**config.mk**
```make
export PLATFORM = sky130hd
export DESIGN_NAME = register_file_param
export DESIGN_NICKNAME = d
export VERILOG_FILES = /design/src/rtl/register_file_param.sv
export SDC_FILE = /design/constraint.sdc
export NUM_CORES = 1
export LEC_CHECK = 0
export CORE_MARGIN = 2
export CORE_UTILIZATION = 57
export DETAILED_ROUTE_END_ITERATION = 16
export HOLD_SLACK_MARGIN = 0.12
export PLACE_DENSITY = 0.79
export SLEW_MARGIN = 30
export SYNTH_ARGS = -nofsm -noshare
export SYNTH_HDL_FRONTEND = slang
export SYNTH_SLANG_ARGS = --single-unit
```
**constraint.sdc**
```tcl
create_clock -name clk -period 2.35 [get_ports clk]
set_clock_uncertainty 0.2 [all_clocks]
set_input_delay 0.3525 -clock clk [delete_from_list [all_inputs] [get_ports clk]]
set_output_delay 0.3525 -clock clk [all_outputs]
set_load 0.02 [all_outputs]
```
**src/rtl/register_file_param.sv**
```systemverilog
// Parametrised 2-read/1-write register file with write-first bypass and a sequential bulk-clear engine.
// Build option: define REGISTER_FILE_ZERO_REG_EN to hardwire entry 0 to zero.
module register_file_param #(
    parameter int                    DATA_WIDTH  = 8,
    parameter int                    ADDR_WIDTH  = 3,
    parameter logic [DATA_WIDTH-1:0] RESET_VALUE = '0
) (
    input  logic                  clk,
    input  logic                  rst_n,
    input  logic [ADDR_WIDTH-1:0] read_address_1,
    input  logic [ADDR_WIDTH-1:0] read_address_2,
    input  logic                  read_enable,
    input  logic [ADDR_WIDTH-1:0] write_address,
    input  logic [DATA_WIDTH-1:0] write_data,
    input  logic                  write_enable,
    input  logic                  clear_start,
    output logic [DATA_WIDTH-1:0] read_data_1,
    output logic [DATA_WIDTH-1:0] read_data_2,
    output logic                  read_valid,
    output logic                  busy,
    output logic                  clear_done,
    output logic [1:0]            o_dbg_state
);

    localparam int DEPTH = 2 ** ADDR_WIDTH;

    typedef enum logic [1:0] {
        S_IDLE  = 2'd0,
        S_CLEAR = 2'd1,
        S_DONE  = 2'd2
    } state_t;

    state_t                r_state;
    state_t                w_next_state;
    logic [ADDR_WIDTH-1:0] r_ptr;
    logic [DATA_WIDTH-1:0] r_mem [DEPTH];
    logic [DATA_WIDTH-1:0] r_rd_1;
    logic [DATA_WIDTH-1:0] r_rd_2;
    logic                  r_valid;
    logic                  w_idle;
    logic                  w_wr_en;
    logic                  w_rd_en;
    logic [DATA_WIDTH-1:0] w_rd_1;
    logic [DATA_WIDTH-1:0] w_rd_2;

    assign w_idle  = (r_state == S_IDLE);
    assign w_rd_en = w_idle && read_enable;

`ifdef REGISTER_FILE_ZERO_REG_EN
    assign w_wr_en = w_idle && write_enable && (write_address != '0);
`else
    assign w_wr_en = w_idle && write_enable;
`endif

    // Read handshake: read_enable is a one-cycle request sampled at the edge (honoured
    // only while idle); read_valid is high for exactly the cycle after an honoured request.
    always_comb begin
        w_rd_1 = r_mem[read_address_1];
        w_rd_2 = r_mem[read_address_2];
        if (write_enable && (write_address == read_address_1)) begin
            w_rd_1 = write_data;
        end
        if (write_enable && (write_address == read_address_2)) begin
            w_rd_2 = write_data;
        end
`ifdef REGISTER_FILE_ZERO_REG_EN
        if (read_address_1 == '0) begin
            w_rd_1 = '0;
        end
        if (read_address_2 == '0) begin
            w_rd_2 = '0;
        end
`endif
    end

    always_comb begin
        w_next_state = r_state;
        case (r_state)
            S_IDLE: begin
                if (clear_start) begin
                    w_next_state = S_CLEAR;
                end
            end
            S_CLEAR: begin
                if (r_ptr == ADDR_WIDTH'(DEPTH - 1)) begin
                    w_next_state = S_DONE;
                end
            end
            S_DONE:  w_next_state = S_IDLE;
            default: w_next_state = S_IDLE;
        endcase
    end

    always_ff @(posedge clk or negedge rst_n) begin
        if (!rst_n) begin
            r_state <= S_IDLE;
        end else begin
            r_state <= w_next_state;
        end
    end

    // The clear sweep and normal writes never overlap: writes only land while idle.
    always_ff @(posedge clk or negedge rst_n) begin
        if (!rst_n) begin
            for (int i = 0; i < DEPTH; i++) begin
                r_mem[i] <= RESET_VALUE;
            end
            r_ptr   <= '0;
            r_rd_1  <= '0;
            r_rd_2  <= '0;
            r_valid <= 1'b0;
        end else begin
            if (r_state == S_CLEAR) begin
                r_mem[r_ptr] <= RESET_VALUE;
                r_ptr        <= r_ptr + 1'b1;
            end else if (w_wr_en) begin
                r_mem[write_address] <= write_data;
            end
            if (w_idle && clear_start) begin
                r_ptr <= '0;
            end
            if (w_rd_en) begin
                r_rd_1  <= w_rd_1;
                r_rd_2  <= w_rd_2;
                r_valid <= 1'b1;
            end else begin
                r_valid <= 1'b0;
            end
        end
    end

    assign read_data_1 = r_rd_1;
    assign read_data_2 = r_rd_2;
    assign read_valid  = r_valid;
    assign busy        = (r_state != S_IDLE);
    assign clear_done  = (r_state == S_DONE);
    assign o_dbg_state = r_state;

endmodule

```
After elaboration in Yosys (flattened, before gate mapping)
Cells that the tools add are included.
W data, S select, Z words.
- output and inout port bits: 21
- word-level logic and storage cells: 66
- input bits: 22
- register bits: 86
- equal/unequal tests: 7
- mux-type cells: 21
- bitwise gates (word level): 6
- reductions and logical operators: 12
- magnitude comparators: 6
- $add $sub $neg: 1
- operators with widths (cell ; count):
    $mux W64 ; 2
    $and A64 B64 Y64 ; 1
    $bwmux W64 ; 1
    $mux W8 ; 8
    $not A64 Y64 ; 1
    $bmux W8 S3 ; 2
    $demux W8 S3 ; 2
    $ge A4 B4 Y1 const B ; 4
    $not A3 Y4 ; 4
    $lt A4 B1 Y1 const B ; 2
    $logic_and A1 B1 Y1 ; 7
    $eq A3 B3 Y1 ; 2
    $mux W3 ; 2
    $reduce_bool A2 Y1 ; 3
    $mux W2 ; 2
    $ne A2 B2 Y1 const B ; 2
    $pmux W2 S2 ; 1
    $add A3 B1 Y3 const B ; 1
    $eq A3 B3 Y1 const B ; 1
    $eq A2 B1 Y1 const B ; 1
    $eq A2 B2 Y1 const B ; 1
    $logic_not A2 Y1 ; 1
    $reduce_and A2 Y1 ; 1
    $mux W1 ; 1

Depth between registers and ports, before layout
Gate-level depths: netlist (run 1).
- word-level depth: 8
- gate-level depth with buffers: 5
- mapped depth without buffers: 4

Worst setup path before layout (run 1)
OpenSTA, ideal clock, no wires.
- kind: input-to-reg
- start point: in read_address_2[2]
- end point: reg r_rd_2[0] (netlist: read_data_2[0])
- buffers on the path: 2
- arrival: 1578 ps
- library setup time: 126 ps
- data required time: 2024 ps
- slack: 446 ps
- stages: 5
- path through: buf_2 > buf_2 > mux4_1 > mux2_2 > a221o_1
- cells in the longest elaborated chain, start to end: 5
- elaborated cells between the ends (all ways): 7
- those cells by class: eq/ne: 1; mux: 4; bitwise: 1; reduce/logical: 1
- RTL lines (element ; line ; text):
    from (decl) ; 11 ; input logic [ADDR_WIDTH-1:0] read_address_2,
    $not A3 Y4 (implied by the code) ; 59 ; w_rd_2 = r_mem[read_address_2];
    $bmux W8 S3 ; 59 ;
    $mux W8 (implied by the code) (2 in series) ; 59 ;
    $mux W8 * ; 63 ; if (write_enable && (write_address == read_address_2)) begin
    to (signal assigned) ; 124 ; r_rd_2 <= w_rd_2;
    to (decl) ; 38 ; logic [DATA_WIDTH-1:0] r_rd_2;
Mark *: on every way between the ends. The rest lies on a longest branch, timed or not. The select of a mux whose other input is x is not followed.
A chain may end at the register's enable or synchronous reset.

Worst setup path in the final report (run 1)
- start point: reg r_state[0] (netlist: o_dbg_state[0])
- end point: out busy
- cells in the longest elaborated chain, start to end: 1
- RTL lines (element ; line ; text):
    from (decl) ; 33 ; state_t r_state;
    from (signal assigned) ; 98 ; r_state <= w_next_state;
    $reduce_bool A2 Y1 ; 135 ; assign busy = (r_state != S_IDLE);
    to (decl) ; 20 ; output logic busy,
Every way passes these cells.

==> results of run 1 <==
==> layout make-up <==
| cell class | count | area, µm² |
|---|---|---|
| multi-input cells | 202 | 2180 |
| inverters | 11 | 41.3 |
| fillers | 516 | 2200 |
| clock inverters | 6 | 70.1 |
| well taps | 102 | 128 |
| flip-flops and latches | 86 | 2150 |
| clock buffers | 10 | 128 |
| repair buffers | 87 | 823 |
==> cells in the mapped netlist, types with 2 or more instances <==
library cell,instances,area (µm²)
a221o_1,5,50.1
a221oi_1,5,43.8
a22o_1,66,578
a22oi_1,2,15.0
a22oi_2,2,25.0
and2_1,6,37.5
buf_1,8,30.0
buf_2,12,60.1
buf_4,4,30.0
buf_6,2,22.5
clkbuf_1,2,7.51
dfrtp_1,86,2150
ha_1,2,25.0
inv_1,11,41.3
mux2_2,7,78.8
mux2i_1,10,100
mux4_1,6,158
mux4_2,26,586
nand2_1,6,22.5
nand2b_1,5,31.3
nand3b_1,2,15.0
nand4b_1,2,17.5
nor2_1,10,37.5
nor2_2,2,12.5
nor2b_1,4,25.0
o221a_1,3,33.8
o221ai_1,5,43.8
xnor2_1,3,26.3
xor2_1,3,26.3
==> where the power goes <==
| group | switching [µW] | internal (µW) | total [µW] | leakage (µW) |
|---|---|---|---|---|
| clock | 559 | 499 | 1060 | 0.0000895 |
| combinational | 949 | 1120 | 2070 | 0.00126 |
| sequential | 403 | 1930 | 2330 | 0.00116 |
| total | 1910 | 3550 | 5460 | 0.00250 |
==> per-layer routing <==
layer	global-route usage (%)	vias to the layer above	wire (µm)	share of wire [%]
li1	-	1455	-	-
met1	40.8	1806	4690	40
met2	45.3	250	5520	47
met3	8.30	30	1200	10
met4	11.0	0	251	2.2
met5	0	-	0	0
==> sequential cells by signal, summed over array words and instances (netlist names) <==
| name | cells |
|---|---|
| read_data_1 | 8 |
| read_valid | 1 |
| r_ptr | 3 |
| r_mem | 64 |
| o_dbg_state | 2 |
| read_data_2 | 8 |
==> repair_timing <==
action	4_1_cts	5_1_grt
setup endpoints to repair	0	1
gates resized for setup	0	1
hold buffers	1	0
hold endpoints to repair	40	0
==> tightest hold or removal path, delay by kind of cell (launching register included) <==
kind / cells / cell delay [ps]
AND/OR/NAND/NOR: 1 / 60
AO/OA/AOI/OAI: 1 / 60
flip-flops: 1 / 350
==> through the flow <==
stage               power [µW]  util (%)  instance area [µm²]  TNS (ps)
CTS                       5450      71.5                 5520         0
floorplan                 3530         -                 4530         0
global placement          4290      68.8                 5310      -294
detailed placement        4380      68.8                 5310      -622
finish                    5460      71.5                 5520         0
global route              5730      71.5                 5520         0
==> path summary, 6_finish.rpt <==
| kind | to | slack (ps) | depth (start not counted) |
|---|---|---|---|
| hold / removal | read_data_1[3] | 310 | 2 |
| setup reg to reg | r_mem[0] | 320 | 4 |
| min in group asynchronous | read_data_2[7] | 330 | 2 |
| hold reg to reg | read_data_1[3] | 310 | 2 |
| max in group asynchronous | read_data_1[4] | 1010 | 3 |
| setup / recovery | busy | 200 | 2 |
==> kinds of logic (layout without fill, tap and decap cells) <==
family	count (synthesis)	in the layout	share of synthesized area, %
flip-flops	86	86	47.6
multiplexers	49	49	20.4
XOR/XNOR	6	6	1.16
AND/OR/NAND/NOR	51	51	7.46
adder cells (fa/ha/maj)	2	2	0.553
AO/OA/AOI/OAI	94	94	18.7
buffers and inverters	39	114	4.23
==> impl_metrics.json, run 1 <==
{
  "routed_wl_um": 11700,
  "htree_levels": 3,
  "io_buffers": 42,
  "num_rows": 32,
  "die_h_um": 93.1,
  "drcViolationCount": 0,
  "post-place-ws_ps": -125,
  "cp.arrival_ps": 1600,
  "slew_headroom_pct": 44.4,
  "clk_path_buf_depth": 2,
  "async_flop_share_pct": 100,
  "cp-start-kind": "flip-flop",
  "setup_viol": 0,
  "synth_area_um2": 4530,
  "end_kind": "output pin",
  "antenna_found_initial": 0,
  "crit_fanout": 4,
  "ir_drop_mv": 0.604,
  "grt.overflow.total": 0,
  "coreArea_um2": 7730,
  "fin_crit_ps": 2150,
  "diodes": 0,
  "synthToLayoutAreaGrowth_pct": 22.1,
  "synth_edf_count": 0,
  "clock-sinks": 86,
  "worstPathRequired_ps": 1800,
  "dieArea_um2": 8670,
  "antenna_left": 0,
  "crit_family": "buffers and inverters",
  "synth_seq_cells": 86,
  "grt_pass1_wl_um": 19400,
  "first_global_vias": 3589,
  "fin_crit_sh_pct": 91.6,
  "rsz0062_at_grt": "false",
  "finalNetCount": 421,
  "die_w_um": 93.1,
  "mostFrequentLayoutCells": "dfrtp_1 (86), a22o_1 (66), clkdlybuf4s50_1 (40), buf_4 (40), mux4_2 (26)",
  "grt_max_degree": 43,
  "post_cts_buffers": 0,
  "grtUsageTotal_pct": 29.6,
  "num_vias": 3541,
  "hpwl_um": 8410,
  "power.density_nw_per_um2": 989,
  "max_slew.worst_pin.slew_ps": 830,
  "drv_cap": 0,
  "leakagePower_uw": 0.00250,
  "timing.rr.start": "o_dbg_state[1]",
  "drt-vias-per-instance": 7.03,
  "drive_above_1_share_pct": 25.9,
  "min_from": "read_data_1[3]",
  "pin_count": 43,
  "fin_ws_ps": 196,
  "drt_iter0_drc": 275,
  "synth_cell_types": 49,
  "gp_congestion": 0.847,
  "dp.cells": 487,
  "dr.pass1.iters": 4,
  "cts_root_buf": "clkbuf_8",
  "wl_per_cell_um": 23.1,
  "critPathMaxStageDelay_ps": 540,
  "worstPathCellList": "or2_2, clkdlybuf4s50_1",
  "synthCells": 327,
  "synth_warnings": 0,
  "yosysSeqAreaShare_pct": 47.6,
  "cts_tree": "built",
  "clk_latency_ps": 350,
  "cp_slowest_cell": "clkdlybuf4s50_1",
  "critical_path_class": "reg -> out",
  "initial_core_util_pct": 58.6,
  "slew_violations": 0,
  "run_status": "completed",
  "path_clk_slew_ps": 90,
  "syn_area_per_cell_um2": 13.8,
  "synth_nets": 351,
  "finalHoldViolCount": 0,
  "worstSetupStartpoint": "o_dbg_state[0]",
  "path_buf_inv": 1,
  "hold_path.class": "reg -> reg",
  "fmax_mhz": 464,
  "fin_cells": 504,
  "hold_ws_ps": 308,
  "synth-main-ff-cell": "dfrtp_1",
  "numCtsBuffers": 9,
  "final_common_cell": "dfrtp_1"
}
(Power assumes the default switching activity.)
==> run 2, diff against run 1 <==
--- a/config.mk
+++ b/config.mk
@@ -7,6 +7,7 @@
 export LEC_CHECK = 0
 export CORE_MARGIN = 2
 export CORE_UTILIZATION = 57
+export CTS_CLUSTER_SIZE = 8
 export DETAILED_ROUTE_END_ITERATION = 16
 export HOLD_SLACK_MARGIN = 0.12
 export PLACE_DENSITY = 0.79
==> results of run 2 <==
The final DEF is identical to that of run 1; final timing and power are the same.
==> run 3, diff against run 2 <==
--- a/config.mk
+++ b/config.mk
@@ -7,6 +7,7 @@
 export LEC_CHECK = 0
 export CORE_MARGIN = 2
 export CORE_UTILIZATION = 57
+export CTS_CLUSTER_DIAMETER = 60
 export CTS_CLUSTER_SIZE = 8
 export DETAILED_ROUTE_END_ITERATION = 16
 export HOLD_SLACK_MARGIN = 0.12
==> results of run 3 <==
The final DEF is identical to that of run 1; final timing and power are the same.
